File: src/rtl/day10_machine_parser.sv
// Parses one ASCII machine line ("[.##.] (3) (1,3) {..}") from an AXI-Stream byte feed into a
// registered record holding the light target and per-button toggle masks.
module day10_machine_parser #(
    parameter int unsigned MAX_NUM_LIGHTS    = 10,
    parameter int unsigned MAX_NUM_BUTTONS   = 13,
    parameter int unsigned MAX_NUM_LIGHTS_W  = MAX_NUM_LIGHTS <= 1 ? 1 : $clog2(MAX_NUM_LIGHTS + 1),
    parameter int unsigned MAX_NUM_BUTTONS_W =
        MAX_NUM_BUTTONS <= 1 ? 1 : $clog2(MAX_NUM_BUTTONS + 1),
    parameter int unsigned IDX_W             = 8
) (
    input  logic                                             clk,
    input  logic                                             rst,
    input  logic [7:0]                                       s_tdata,
    input  logic                                             s_tvalid,
    output logic                                             s_tready,
    input  logic                                             s_tlast,
    output logic                                             rec_valid,
    input  logic                                             rec_accepted,
    output logic [MAX_NUM_LIGHTS_W-1:0]                      num_lights,
    output logic [MAX_NUM_BUTTONS_W-1:0]                     num_buttons,
    output logic [MAX_NUM_LIGHTS-1:0]                        target_lights_arrangement,
    output logic [MAX_NUM_BUTTONS-1:0][MAX_NUM_LIGHTS-1:0]   buttons,
    output logic                                             rec_error
);

    typedef enum logic [2:0] {
        StIdle, StLights, StGap, StButton, StJolt, StTail, StSkip, StHold
    } state_e;

    localparam logic [7:0] ChLf     = 8'h0a;
    localparam logic [7:0] ChCr     = 8'h0d;
    localparam logic [7:0] ChSpace  = 8'h20;
    localparam logic [7:0] ChHash   = 8'h23;
    localparam logic [7:0] ChLpar   = 8'h28;
    localparam logic [7:0] ChRpar   = 8'h29;
    localparam logic [7:0] ChComma  = 8'h2c;
    localparam logic [7:0] ChDot    = 8'h2e;
    localparam logic [7:0] ChZero   = 8'h30;
    localparam logic [7:0] ChNine   = 8'h39;
    localparam logic [7:0] ChLbrk   = 8'h5b;
    localparam logic [7:0] ChRbrk   = 8'h5d;
    localparam logic [7:0] ChLbrace = 8'h7b;
    localparam logic [7:0] ChRbrace = 8'h7d;

    localparam int unsigned     AccW   = IDX_W + 4;
    localparam logic [IDX_W-1:0] IdxMax = {IDX_W{1'b1}};

    state_e                                           state_q, state_d;
    logic [MAX_NUM_LIGHTS_W-1:0]                      nl_q, nl_d;
    logic [MAX_NUM_BUTTONS_W-1:0]                     nb_q, nb_d;
    logic [MAX_NUM_LIGHTS-1:0]                        tgt_q, tgt_d;
    logic [MAX_NUM_BUTTONS-1:0][MAX_NUM_LIGHTS-1:0]   btn_q, btn_d;
    logic [IDX_W-1:0]                                 idx_q, idx_d;
    logic                                             seen_q, seen_d;
    logic                                             err_q, err_d;
    logic                                             valid_q, valid_d;
    logic                                             ready_q, ready_d;

    logic            fire;
    logic            is_digit;
    logic            idx_ok;
    logic            to_skip;
    logic [AccW-1:0] acc;

    always_comb begin
        state_d = state_q;
        nl_d    = nl_q;
        nb_d    = nb_q;
        tgt_d   = tgt_q;
        btn_d   = btn_q;
        idx_d   = idx_q;
        seen_d  = seen_q;
        err_d   = err_q;
        to_skip = 1'b0;

        fire     = s_tvalid && ready_q;
        is_digit = (s_tdata >= ChZero) && (s_tdata <= ChNine);
        acc      = AccW'(idx_q) * AccW'(10) + AccW'(s_tdata[3:0]);
        idx_ok   = seen_q && (32'(idx_q) < 32'(nl_q));

        // Line terminators are handled below, together with the implicit one from s_tlast.
        if (fire && (s_tdata != ChCr) && (s_tdata != ChLf)) begin
            unique case (state_q)
                StIdle: begin
                    nl_d   = '0;
                    nb_d   = '0;
                    tgt_d  = '0;
                    btn_d  = '0;
                    idx_d  = '0;
                    seen_d = 1'b0;
                    err_d  = 1'b0;
                    if (s_tdata == ChLbrk) state_d = StLights;
                    else                   to_skip = 1'b1;
                end
                StLights: begin
                    if ((s_tdata == ChDot) || (s_tdata == ChHash)) begin
                        if (32'(nl_q) >= MAX_NUM_LIGHTS) begin
                            to_skip = 1'b1;
                        end else begin
                            for (int unsigned i = 0; i < MAX_NUM_LIGHTS; i++) begin
                                if (32'(nl_q) == i) tgt_d[i] = (s_tdata == ChHash);
                            end
                            nl_d = nl_q + MAX_NUM_LIGHTS_W'(1);
                        end
                    end else if (s_tdata == ChRbrk) begin
                        state_d = StGap;
                    end else begin
                        to_skip = 1'b1;
                    end
                end
                StGap: begin
                    if (s_tdata == ChLpar) begin
                        if (32'(nb_q) >= MAX_NUM_BUTTONS) begin
                            to_skip = 1'b1;
                        end else begin
                            state_d = StButton;
                            idx_d   = '0;
                            seen_d  = 1'b0;
                        end
                    end else if (s_tdata == ChLbrace) begin
                        state_d = StJolt;
                    end else if (s_tdata != ChSpace) begin
                        to_skip = 1'b1;
                    end
                end
                StButton: begin
                    if (is_digit) begin
                        idx_d  = (acc > AccW'(IdxMax)) ? IdxMax : acc[IDX_W-1:0];
                        seen_d = 1'b1;
                    end else if ((s_tdata == ChComma) || (s_tdata == ChRpar)) begin
                        if (!idx_ok) begin
                            to_skip = 1'b1;
                        end else begin
                            for (int unsigned b = 0; b < MAX_NUM_BUTTONS; b++) begin
                                for (int unsigned i = 0; i < MAX_NUM_LIGHTS; i++) begin
                                    if ((32'(nb_q) == b) && (32'(idx_q) == i)) btn_d[b][i] = 1'b1;
                                end
                            end
                            idx_d  = '0;
                            seen_d = 1'b0;
                            if (s_tdata == ChRpar) begin
                                nb_d    = nb_q + MAX_NUM_BUTTONS_W'(1);
                                state_d = StGap;
                            end
                        end
                    end else begin
                        to_skip = 1'b1;
                    end
                end
                StJolt: begin
                    if (s_tdata == ChRbrace) state_d = StTail;
                end
                StTail: begin
                    if (s_tdata != ChSpace) to_skip = 1'b1;
                end
                StSkip: ;
                StHold: ;
                default: to_skip = 1'b1;
            endcase
        end

        if (to_skip) begin
            state_d = StSkip;
            err_d   = 1'b1;
        end

        // End of line: clean finish from GAP/TAIL, error record from any mid-field state.
        if (fire && ((s_tdata == ChLf) || s_tlast)) begin
            unique case (state_d)
                StIdle, StHold: ;
                StGap, StTail: state_d = StHold;
                default: begin
                    state_d = StHold;
                    err_d   = 1'b1;
                end
            endcase
        end

        if ((state_q == StHold) && rec_accepted) begin
            state_d = StIdle;
            err_d   = 1'b0;
        end

        ready_d = (state_d != StHold);
        valid_d = (state_d == StHold);
    end

    always_ff @(posedge clk or posedge rst) begin
        if (rst) begin
            state_q <= StIdle;
            nl_q    <= '0;
            nb_q    <= '0;
            tgt_q   <= '0;
            btn_q   <= '0;
            idx_q   <= '0;
            seen_q  <= 1'b0;
            err_q   <= 1'b0;
            valid_q <= 1'b0;
            ready_q <= 1'b0;
        end else begin
            state_q <= state_d;
            nl_q    <= nl_d;
            nb_q    <= nb_d;
            tgt_q   <= tgt_d;
            btn_q   <= btn_d;
            idx_q   <= idx_d;
            seen_q  <= seen_d;
            err_q   <= err_d;
            valid_q <= valid_d;
            ready_q <= ready_d;
        end
    end

    assign s_tready                  = ready_q;
    assign rec_valid                 = valid_q;
    assign rec_error                 = err_q;
    assign num_lights                = nl_q;
    assign num_buttons               = nb_q;
    assign target_lights_arrangement = tgt_q;
    assign buttons                   = btn_q;

endmodule

File: config.mk
export PLATFORM = sky130hd
export DESIGN_NAME = day10_machine_parser
export DESIGN_NICKNAME = d
export VERILOG_FILES = /design/src/rtl/day10_machine_parser.sv
export SDC_FILE = /design/constraint.sdc
export NUM_CORES = 1
export LEC_CHECK = 0
export CORE_MARGIN = 4
export CORE_UTILIZATION = 46
export DETAILED_ROUTE_END_ITERATION = 16
export PLACE_DENSITY = 0.83
export SYNTH_ARGS = -nofsm -noshare
export SYNTH_HDL_FRONTEND = slang
export SYNTH_SLANG_ARGS = --single-unit
File: constraint.sdc
create_clock -name clk -period 5.5 [get_ports clk]
set_input_delay 1.1 -clock clk [delete_from_list [all_inputs] [get_ports clk]]
set_output_delay 1.1 -clock clk [all_outputs]
set_load 0.02 [all_outputs]
Word level (Yosys, flattened, before mapping)
Cells that the tools add are included.
{"block": "word_totals", "register_bits": 163, "elab_cells": 859, "out_inout_bits": 151, "in_bits": 13}
{"block": "classes", "mux": 204, "multipliers": 1, "magnitude_cmp": 6, "n_reduce_logical": 293, "addsub": 3, "eq_ne": 204}
{"cell": "6-bit AND reduction", "n": 132}
{"cell": "130-bit 2-to-1 mux", "n": 3}
{"cell": "2-bit != test (second input constant)", "n": 148}
{"cell": "130-bit case mux with 2 select lines", "n": 1}
{"cell": "1-bit 2-to-1 mux", "n": 163}
{"cell": "1-bit logical AND", "n": 137}
{"cell": "5-bit AND reduction", "n": 10}
{"cell": "3-bit 2-to-1 mux", "n": 16}
{"cell": "8-bit 2-to-1 mux", "n": 6}
{"cell": "8-bit by 6-bit == test with 1-bit output (second input constant)", "n": 5}
{"cell": "4-bit by 3-bit == test with 1-bit output (second input constant)", "n": 8}
{"cell": "8-bit by 3-bit == test with 1-bit output (second input constant)", "n": 4}
{"cell": "8-bit by 7-bit == test with 1-bit output (second input constant)", "n": 4}
{"cell": "4-bit == test (second input constant)", "n": 7}
{"cell": "8-bit by 4-bit == test with 1-bit output (second input constant)", "n": 3}
{"cell": "4-bit 2-to-1 mux", "n": 6}
{"cell": "8-bit case mux with 3 select lines", "n": 1}
{"cell": "10-bit 2-to-1 mux", "n": 2}
{"cell": "10-bit case mux with 2 select lines", "n": 1}
{"cell": "3-bit == test (second input constant)", "n": 6}
{"cell": "4-bit by 2-bit == test with 1-bit output (second input constant)", "n": 4}
{"cell": "8-bit by 2-bit == test with 1-bit output (second input constant)", "n": 2}
{"cell": "8-bit by 4-bit != test with 1-bit output (second input constant)", "n": 2}
{"cell": "4-bit case mux with 2 select lines", "n": 2}
{"cell": "other kinds (26)", "n": 38}

Longest topological paths before layout
Gate-level depths: netlist of the first run.
{"block": "depth", "depth_word": 14, "depth_mapped": 11, "mapped_depth_nobuf": 11}

Least setup slack after synthesis of the first run
No wires, ideal clock.
{"block": "synth_path", "kind": "input port to flip-flop", "startpoint": "input s_tdata[1]", "endpoint": "register tgt_q[8], in the netlist target_lights_arrangement[8]", "setup_time_ns": 0.125, "t_required_ns": 5.375, "path_buffers": 2, "arrival_time_ns": 2.891, "cell_stages": 8, "path_slack_ns": 2.484, "path_cell_list": "buf_6 -> nor3b_1 -> o2111a_1 -> or2_1 -> a2111o_1 -> buf_6 -> nor2_1 -> mux2_2"}
{"block": "synth_between", "elab_chain_cells": 5, "word_cells_on_any_way": 13, "cone_classes": "eq/ne (5); mux (4); reduce/logical (4)"}
{"element": "start, declared", "line": "13", "source": "input logic [7:0] s_tdata,"}
{"element": "8-bit by 6-bit == test with 1-bit output", "line": "96, 101"}
{"element": "1-bit 2-to-1 mux", "line": "101", "source": "if (32'(nl_q) == i) tgt_d[i] = (s_tdata == ChHash);"}
{"element": "10-bit 2-to-1 mux", "line": "97", "source": "if (32'(nl_q) >= MAX_NUM_LIGHTS) begin"}
{"element": "10-bit 2-to-1 mux", "line": "96", "source": "if ((s_tdata == ChDot) || (s_tdata == ChHash)) begin"}
{"element": "10-bit case mux with 2 select lines", "line": "83", "source": "unique case (state_q)"}
{"element": "end signal, assigned", "line": "204", "source": "tgt_q <= tgt_d;"}
{"element": "end, declared", "line": "51", "source": "logic [MAX_NUM_LIGHTS-1:0] tgt_q, tgt_d;"}
Several ways; a longest one is shown, not always the timed one. The select of a mux whose other input is x is not followed.
A chain may end at the register's enable or synchronous reset.

Worst setup path in the final report of the first run
{"block": "layout_path", "startpoint": "input s_tdata[2]", "endpoint": "register btn_q (netlist bit buttons[92])"}
{"block": "layout_between", "elab_chain_cells": 4, "word_cells_on_any_way": 13, "cone_classes": "order compare (2); eq/ne (6); reduce/logical (5)"}
{"element": "8-bit by 6-bit greater-or-equal comparator with 1-bit output (tied with other cells)", "line": "77", "source": "is_digit = (s_tdata >= ChZero) && (s_tdata <= ChNine);"}
{"element": "1-bit logical AND (tied with other cells)", "line": "77"}
{"element": "2-bit != test (no line) or 1-bit logical AND (tied branches)"}
{"element": "6-bit AND reduction (no line) *"}
{"element": "end signal, assigned", "line": "205", "source": "btn_q <= btn_d;"}
{"element": "end, declared", "line": "52", "source": "logic [MAX_NUM_BUTTONS-1:0][MAX_NUM_LIGHTS-1:0] btn_q, btn_d;"}
Mark *: on every way between the ends. The rest lies on a longest branch, timed or not.

==> results.md, run 1 <==
- Status: finished clean
- CP Cell Sequence: clkdlybuf4s50_1, and3b_1, o2111a_1, nor2_1, and2_1, nor3_2, nand3_1, o21ai_0
- Fin. Hold Viols: 0
- Slew @ Worst Pin: about 930 ps
- Final Core Density: 61.8%
- GP Congestion: 0.914
- Clock sink count: approximately 160
- Area grow syn2layout: 31.8%
- Share of cells above drive strength 1: approximately 6.4%
- TritonCTS clock tree: done
- Synth Area in Simple Gates: 18.5%
- Detailed-route DRC error count: 0
- PD cells: around 300 mW/mm2
- Critical path class: input port to register
- Main combinational cell family by area after synthesis: simple AND/OR/NAND/NOR gates
- Critical path's largest stage delay: 670 ps
- Post-synth EDFFs: 0
- Die width: approximately 140 um
- Worst Hold Class: register to register
- PostCTS Resize Cnt: 0
- Top cells by area, synth: dfrtp_1 (55%), nand2_1 (8.0%), o21ai_0 (7.8%)
- Cell taking the most area after synthesis: dfrtp_1
- HPWL Detailed: 14300 um
- Sequential area share after synthesis: 54.8%
- Max Buffers Root-to-Sink: 2
- Slew HR: roughly 38%
- GR Util All Layers: 22.9%
- Via density: around 5.6
- Number of max-cap violations: 0
- Adder-cell share of the synthesized area: 5.07%
- CORE AREA: 0.0159 mm2
- Tmin final: 3830 ps
- Total negative slack: 0 ps
- Prevailing post-synth register cell: dfrtp_1
- Most frequent cells in the layout: dfrtp_1 (163), clkdlybuf4s50_1 (163), nand2_1 (157)
- Largest net degree at the start of global routing: 123
- Net Count, Synth: 809
- Die height: 135 um
- Drt first pass iters: 5
- Syn avg cell area: around 9.7 um2
- Fin crit share: approximately 70%
- Fillers: 1337
- Worst EP required: 5770 ps
- RSZ-0062 raised after global routing: false
- Async SR Flop Fraction: 100%
- Number of antenna diodes: 0
- Antenna violations before repair: 0
- Synth warn: 0
- Clock network power share: 40.9%
- CP max stage cell: clkdlybuf4s50_1
- Mux contribution to synthesized area: 1.65%
- Post-CTS Setup Bufs: 0
- Port bufs: between 150 and 200
- Post-CTS Hold Buffers: 0
- Slew Limit Fails: 0
- Clock slew at reported path FFs: 70 ps
- CTS HTree Levels: 4
- Io pins: 164
- Maximum VDD drop: between 0.2 and 0.25 mV
- Multi-input logic area: ~0.0031 mm2
- Clock buffer count from CTS: 17
- Crit path max fanout: 15
- Mapped Area: between 0.007 and 0.008 mm2
- Initial Util: 46.9%
- Iteration-0 DRC Markers: 614
- Post-DRT Antenna Nets: 0
- Flip-flop and latch count after synthesis: 163
- Comb pwr share: 15.5%
- Die ar.: 0.0183 mm2
- Top-area cell type share of the netlist area: a little over half
- Tot Pwr: 2.98 mW
- Final setup vio count: 0
- Post-Synth XOR/XNOR Area: around 1.3%
- Vias in the first global route: 6074
- Worst Path Arrival: 4100 ps
- FMAX: 0.261 GHz
- Reg power frac: 43.6%
- Register Area: 0.00408 mm2
- Post-route clock skew: 8.03 ps
- CP Launch Type: input port
- Pint: 2.10 mW
- Synth Instances: 767
- Nets: 954
- Routed Wire Length: 20800 um
- DR vias: 6417
- Crit. End Element: register
- First-pass GRT wire length: 33000 um
- Rows: 46
- Net Sw Frac: between 20 and 30%
- Synth Area in Compound Gates: 15.5%
- Wire per inst: 18.2 um
- Clk_lat worst skew: 430 ps
- Synth unique cells: 64
- Root buffer cell: clkbuf_16
- Leakage power: 4.25 nW
- Grt ovf: 0
- Psw: 0.881 mW
==> per-layer routing <==
metal	global-route usage [%]	vias to the layer above	part of all wire (%)
met5	0	-	0
met3	5.01	38	7.9
met2	36.0	286	47
li1	-	2946	-
met4	8.06	0	2.5
met1	31.5	3147	43
==> state kept, by name, indices dropped and copies added (netlist names) <==
register,count
s_tready,1
state_q,3
idx_q,8
num_buttons,4
seen_q,1
buttons,130
num_lights,4
rec_error,1
rec_valid,1
target_lights_arrangement,10
==> worst max-delay path: cells and delay by family <==
family          cells  cell delay, ps
simple gates        5            1770
buf+inv             1             670
compound gates      2             530
==> through the flow <==
step | instances | setup slack [ps] | hold slack [ps] | area (um2)
finish | 1141 | 1670 | 477 | 9820
global route | 1141 | 1480 | 496 | 9820
CTS | 1141 | 1690 | 484 | 9820
detailed placement | 1109 | 1250 | 469 | 9220
global placement | 1109 | 1380 | 460 | 9220
floorplan | 767 | 2330 | 447 | 7450
==> cells in the mapped netlist, drive strengths merged (2+ instances only) <==
cell / n
nor3: 21
nand4b: 3
o21ai: 136
a31o: 3
fa: 2
ha: 27
nand2: 158
nor2: 53
nor4: 4
inv: 17
xor2: 4
xnor2: 7
and4b: 2
nor3b: 7
o21a: 12
nand3b: 3
a21oi: 13
a21o: 4
and2: 3
a21boi: 2
clkbuf: 30
nor2b: 6
or2: 5
a31oi: 9
dfrtp: 163
or3: 4
buf: 9
o2111ai: 2
o31ai: 4
mux2: 10
nand4: 5
a22o: 2
nand3: 16
==> worst paths after layout <==
path	from	depth (start not counted)	slack, ps	to
max in group asynchronous	rst	3	3180	num_buttons[3]
worst max-delay path	s_tdata[2]	8	1670	buttons[92]
worst max register to register	idx_q[1]	11	2360	idx_q[3]
worst min-delay path	buttons[38]	2	480	buttons[38]
worst min register to register	buttons[38]	2	480	buttons[38]
min in group asynchronous	rst	2	1220	buttons[51]
==> power by group through the flow <==
stage / combinational, mW / clock, mW / sequential, mW
after floorplan: 0.314 / 0 / 1.31
after global placement: 0.444 / 0 / 1.32
after detailed placement: 0.453 / 0 / 1.32
after CTS: 0.458 / 1.23 / 1.30
after global routing: 0.507 / 1.27 / 1.31
final: 0.461 / 1.22 / 1.30
==> cell families (layout without fill, tap and decap cells) <==
family	after synthesis	count (layout)
adders and majority gates	29	29
and+or+nand+nor	297	297
muxes	11	11
buffers and inverters	56	214
xor gates and xnor gates	11	11
AOI/OAI and AO/OA	200	200
DFF	163	163
==> area by class of cell <==
| cell class | instances | share of cell area (%) |
|---|---|---|
| Sequential cell | 163 | 41.5 |
| Multi-Input combinational cell | 548 | 32.0 |
| Timing Repair Buffer | 165 | 16.9 |
| Clock buffer | 18 | 4.47 |
| Tap cell | 216 | 2.75 |
| Clock inverter | 14 | 1.67 |
| Inverter | 17 | 0.688 |
Power figures use the tool's default switching activity.
==> inputs of run 2 (changes only) <==
- clock period: 5.5 -> 3.2 ns (I/O delays scaled with it)
==> results.md, run 2 (synthesized netlist as in run 1, its figures left out) <==
- Setup WS pre-CTS: -5.35 ps
- Iteration-0 DRC Markers: about 500
- Io pins: 164
- Routed Wire Length: 20900 um
- Tmin final: 2820 ps
- Die height: 135 um
- Die width: 135 um
- Via density: 5.43
- Number of max-cap violations: 0
- RSZ-0062 raised after global routing: false
- Comb pwr share: 17.3%
- Vias in the first global route: slightly above 6000
- R2R Setup Slk: 380 ps
- Clock buffer count from CTS: 17
- CP Launch Type: register
- Crit path from: idx_q[2]
- Post-CTS Setup Bufs: 0
- Worst Path Arrival: between 3000 and 4000 ps
- Leakage power: 4.39 nW
- PostCTS Resize Cnt: 0
- Critical path's largest stage delay: 530 ps
- Clock slew at reported path FFs: 70 ps
- Maximum VDD drop: 0.453 mV
- CP max stage cell: dfrtp_1
- Clk_lat worst skew: 420 ps
- Largest net degree at the start of global routing: 93
- CP Cell Sequence: ha_1, ha_1, inv_1, fa_1, nor2b_1, o21a_1, nor3_1, or2_2, mux2i_2, nor3_1, o21ai_0
- HPWL Detailed: 14600 um
- CORE AREA: 0.0159 mm2
- Crit. End Element: register
- CTS HTree Levels: 4
- PD cells: 495 mW/mm2
- Post-route clock skew: approximately 9.5 ps
- Drt first pass iters: 5
- Fin. Hold Viols: 0
- First-pass GRT wire length: 33400 um
- Worst Hold Class: register to register
- Pint: roughly 3.5 mW
- Fin cells: 1176
- Psw: 1.50 mW
- DR vias: 6388
- Worst EP required: 3540 ps
- Status: finished clean
- Share of cells above drive strength 1: 9.79%
- Clock network power share: 38.0%
- Post-DRT Antenna Nets: 0
- Detailed-route DRC error count: 0
- Initial Util: 46.9%
- Slew HR: 52.0%
- Max reg flops: 130
- Wire per inst: 17.7 um
- GP Congestion: about 0.96
- Net Sw Frac: a little under a third
- Post-CTS Hold Buffers: 0
- Crit path max fanout: 9
- Worst min-delay path startpoint: buttons[6]
- Port bufs: 163
- Fin crit share: 88.0%
- Area grow syn2layout: 35.0%
- Reg power frac: between 40% and 50%
- Max Buffers Root-to-Sink: 2
- Critical path class: register to register
- Rows: 46
- Clock sink count: 163
- Number of antenna diodes: 0
- Die ar.: 0.0183 mm2
- TritonCTS clock tree: done
- Slew Limit Fails: 0
- Root buffer cell: clkbuf_16
- R2r startpoint: idx_q[2]
- Final setup vio count: 0
- FMAX: 0.355 GHz
- Nets: 989
- Placed cell count: 1144
- Grt ovf: 0
- GR Util All Layers: a little under a quarter
- Antenna violations before repair: 0
- Total negative slack: 0 ps
- Most frequent cells in the layout: dfrtp_1 (163), clkdlybuf4s50_1 (163), nand2_1 (157)
- Slew @ Worst Pin: 721 ps
- Min setup slack post-route: roughly 380 ps
run 2: changes by cell type in the layout (fill, tap and decap cells not counted), sizes merged:
cell and delta:
buf +35, inv -2, clkinv +4, bufinv -2
run 2: power by group through the flow:
stage               clock (mW)  combinational (mW)  sequential (mW)
floorplan                    0               0.540             2.25
global placement             0               0.845             2.26
detailed placement           0               0.858             2.26
CTS                       1.92               0.861             2.22
global route              2.01               0.952             2.23
finish                    1.90               0.864             2.22
run 2: metrics by stage:
stage	power [mW]	area (um2)	utilization, %	hold slack [ps]
after floorplan	2.79	7450	-	447
after global placement	3.10	9500	59.8	461
after detailed placement	3.12	9500	59.8	468
after CTS	5.00	10100	63.3	482
after global routing	5.20	10100	63.3	499
final	4.98	10100	63.3	479
run 2: cell type report:
type                       count  area (um2)
fill                        1318        5830
inverter                      17        67.6
multi-input combinational    548        3140
clock inverter                14         121
timing repair buffer         200        1950
clock buffer                  18         429
sequential                   163        4080
tap                          216         270
run 2: path summary, 6_finish.rpt:
kind                            depth (start not counted)            to
worst max register to register                         11      idx_q[6]
max in group asynchronous                               3  buttons[116]
worst max-delay path                                   11      idx_q[6]
min in group asynchronous                               3    buttons[1]
worst min register to register                          2    buttons[6]
worst min-delay path                                    2    buttons[6]
run 2: critical path: cells and delay by family (launching register included):
family,cells,cell delay (ps)
compound gates,2,330
fa+ha+maj,3,800
buf+inv,1,60
flops,1,530
mux,1,350
simple gates,4,660
run 2: metal layers:
layer	GRT usage, %	share of wire (%)	up-vias
met2	37.6	47	246
met1	31.5	44	3091
met5	0	0	-
li1	-	-	3021
met3	5.50	7.1	30
met4	6.72	1.9	0
==> inputs of run 3 (changes only) <==
- ABC_AREA: unset -> 1
- CELL_PAD_IN_SITES_DETAIL_PLACEMENT: unset -> 1
- CELL_PAD_IN_SITES_GLOBAL_PLACEMENT: unset -> 1
- CORE_UTILIZATION: 46 -> 35
- PLACE_DENSITY: 0.83 -> unset
- PLACE_DENSITY_LB_ADDON: unset -> 0.05
==> results.md, run 3 <==
- RSZ-0062 raised after global routing: false
- Die ar.: 0.0252 mm2
- Slew @ Worst Pin: roughly 860 ps
- Net Sw Frac: between 40 and 50%
- GR Util All Layers: 20.8%
- Crit path max fanout: 8
- Die width: between 150 and 200 um
- Slew Limit Fails: 0
- First-pass GRT wire length: 40700 um
- Cell taking the most area after synthesis: dfrtp_1
- GP Congestion: 0.836
- Critical path class: register to register
- Reg power frac: 36.0%
- Final setup vio count: 0
- PostCTS Resize Cnt: 0
- Vias in the first global route: 7140
- Synth cell count leaders: nor2_1 (247), dfrtp_1 (163), a21oi_1 (151)
- Cell area after layout: 0.0106 mm2
- Drt first pass iters: 7
- CORE AREA: 0.0221 mm2
- Leakage power: 5.28 nW
- Synth Instances: 939
- Fin cells: 1400
- Fillers: 2601
- Async SR Flop Fraction: 100%
- Routed wl met3: around 1100 um
- Share of cells above drive strength 1: 6.43%
- Placed cell count: 1368
- Most common cell after layout, fill and taps aside: nor2_1
- Grt ovf: 0
- Reg2reg end: idx_q[0]
- Pint: 4.44 mW
- PD cells: 708 mW/mm2
- Area grow syn2layout: 33.2%
- Status: finished clean
- Worst Hold Class: register to register
- Top cells by area, synth: dfrtp_1 (51%), nor2_1 (12%), a21oi_1 (9.5%)
- Worst-case reg-to-reg path depth: 12
- Rows: 54
- Post-route clock skew: 14.9 ps
- Top sig layer: met4
- Multi-input logic area: approximately 0.0034 mm2
- DR vias: 6964
- Initial Util: 35.9%
- Sequential area share after synthesis: ~51%
- Via density: 4.97
- Worst Path Arrival: 3070 ps
- Max Buffers Root-to-Sink: 2
- Post-CTS Setup Bufs: 0
- Post-DRT Antenna Nets: 0
- Met1 wire length: 12900 um
- Worst EP required: roughly 3600 ps
- Routed Wire Length: 25700 um
- Syn avg cell area: 8.46 um2
- Dominant cell by count in the synthesized netlist: nor2_1
- Synth unique cells: 36
- Antenna violations before repair: 0
- Crit path from: idx_q[2]
- Routed met2 length: 11500 um
- Post-synth EDFFs: 0
- Number of max-cap violations: 0
- Nets: 1149
- Clock sink count: 163
- Worst min-delay path startpoint: buttons[57]
- Port bufs: approximately 160
- Most frequent cells in the layout: nor2_1 (247), dfrtp_1 (163), clkdlybuf4s50_1 (163)
- Mapped Area: 0.00794 mm2
- Clk_lat worst skew: 440 ps
- Crit. End Element: register
- Root buffer cell: clkbuf_16
- R2r startpoint: idx_q[2]
- Wire per inst: 18.3 um
- Clock slew at reported path FFs: 70 ps
- Post-CTS Hold Buffers: 0
- FMAX: 0.366 GHz
- HPWL Detailed: 18100 um
- Io pins: 164
- Number of antenna diodes: 0
- Clock buffer count from CTS: 17
- Top-area cell type share of the netlist area: between 50% and 60%
- Largest net degree at the start of global routing: 75
- Clock network power share: 27.5%
- Maximum VDD drop: 0.334 mV
- CP Launch Type: register
- Synth warn: 0
- Total negative slack: 0 ps
- Die height: between 150 and 200 um
- TritonCTS clock tree: done
- Slew HR: between 40 and 50%
- Max reg flops: 130
- Psw: just over 3 mW
- Critical Path Sink: idx_q[0]
- Detailed-route DRC error count: 0
- Flip-flop and latch count after synthesis: 163
- R2R Setup Slk: between 400 and 500 ps
- Comb pwr share: 36.6%
- Fin. Hold Viols: 0
- Register Area: approximately 0.0041 mm2
- Area after DPL: 0.00998 mm2
- CTS HTree Levels: 4
- Fin crit share: between 80 and 90%
- Iteration-0 DRC Markers: 440
- Net Count, Synth: 981
- Prevailing post-synth register cell: dfrtp_1
- Tmin final: 2730 ps
run 3: cell type report:
type                    count  share of cell area, %
flip-flops and latches    163                   38.6
multi-input cells         660                   32.1
repair buffers            175                   17.1
clock buffers              18                   4.15
well taps                 280                   3.31
inverters                  90                   3.25
clock inverters            14                   1.54
run 3: power by group through the flow:
stage | Clock (mW) | Combinational, mW | Sequential [mW]
final | 2.06 | 2.74 | 2.70
after global routing | 2.19 | 3.02 | 2.74
after CTS | 2.10 | 2.77 | 2.70
after detailed placement | 0 | 2.76 | 2.73
after global placement | 0 | 2.72 | 2.74
after floorplan | 0 | 1.33 | 2.99
run 3: layer usage:
metal | up-vias | global-route usage, %
li1 | 3382 | -
met1 | 3420 | 30.9
met2 | 148 | 31.7
met3 | 14 | 4.00
met4 | 0 | 4.26
met5 | - | 0
run 3: worst min path at each step:
stage | to | slack, ps | depth (start not counted)
CTS | buttons[10] | 500 | 2
detailed placement | buttons[10] | 480 | 2
global placement | buttons[104] | 480 | 2
finish | buttons[57] | 500 | 2
global route | buttons[57] | 520 | 2
floorplan | idx_q[7] | 500 | 2
run 3: cells by family after synthesis:
group	synth area share, %
compound gates	13.7
xor+xnor	0.882
fa+ha+maj	4.76
buf+inv	5.97
flops	51.4
simple gates	23.3
run 3: critical path, stage by stage (launching register included):
cell     delay (ps)
dfrtp_1         470
ha_1            350
inv_1            60
fa_1            460
xnor2_1         250
inv_1            90
nor4_1          310
inv_1            80
a21oi_1         150
nor2_1           60
nand2_1         190
o21ai_0         110
o21ai_0          80
run 3: per-stage QoR:
step | setup slack [ps] | power (mW) | utilization [%] | hold slack [ps]
4_1_cts | 409 | 7.57 | 47.9 | 501
5_1_grt | 121 | 7.95 | 47.9 | 518
2_1_floorplan | 489 | 4.32 | - | 498
3_5_place_dp | 152 | 5.49 | 45.2 | 484
3_3_place_gp | 286 | 5.46 | 45.2 | 475
6_report | 471 | 7.49 | 47.9 | 499
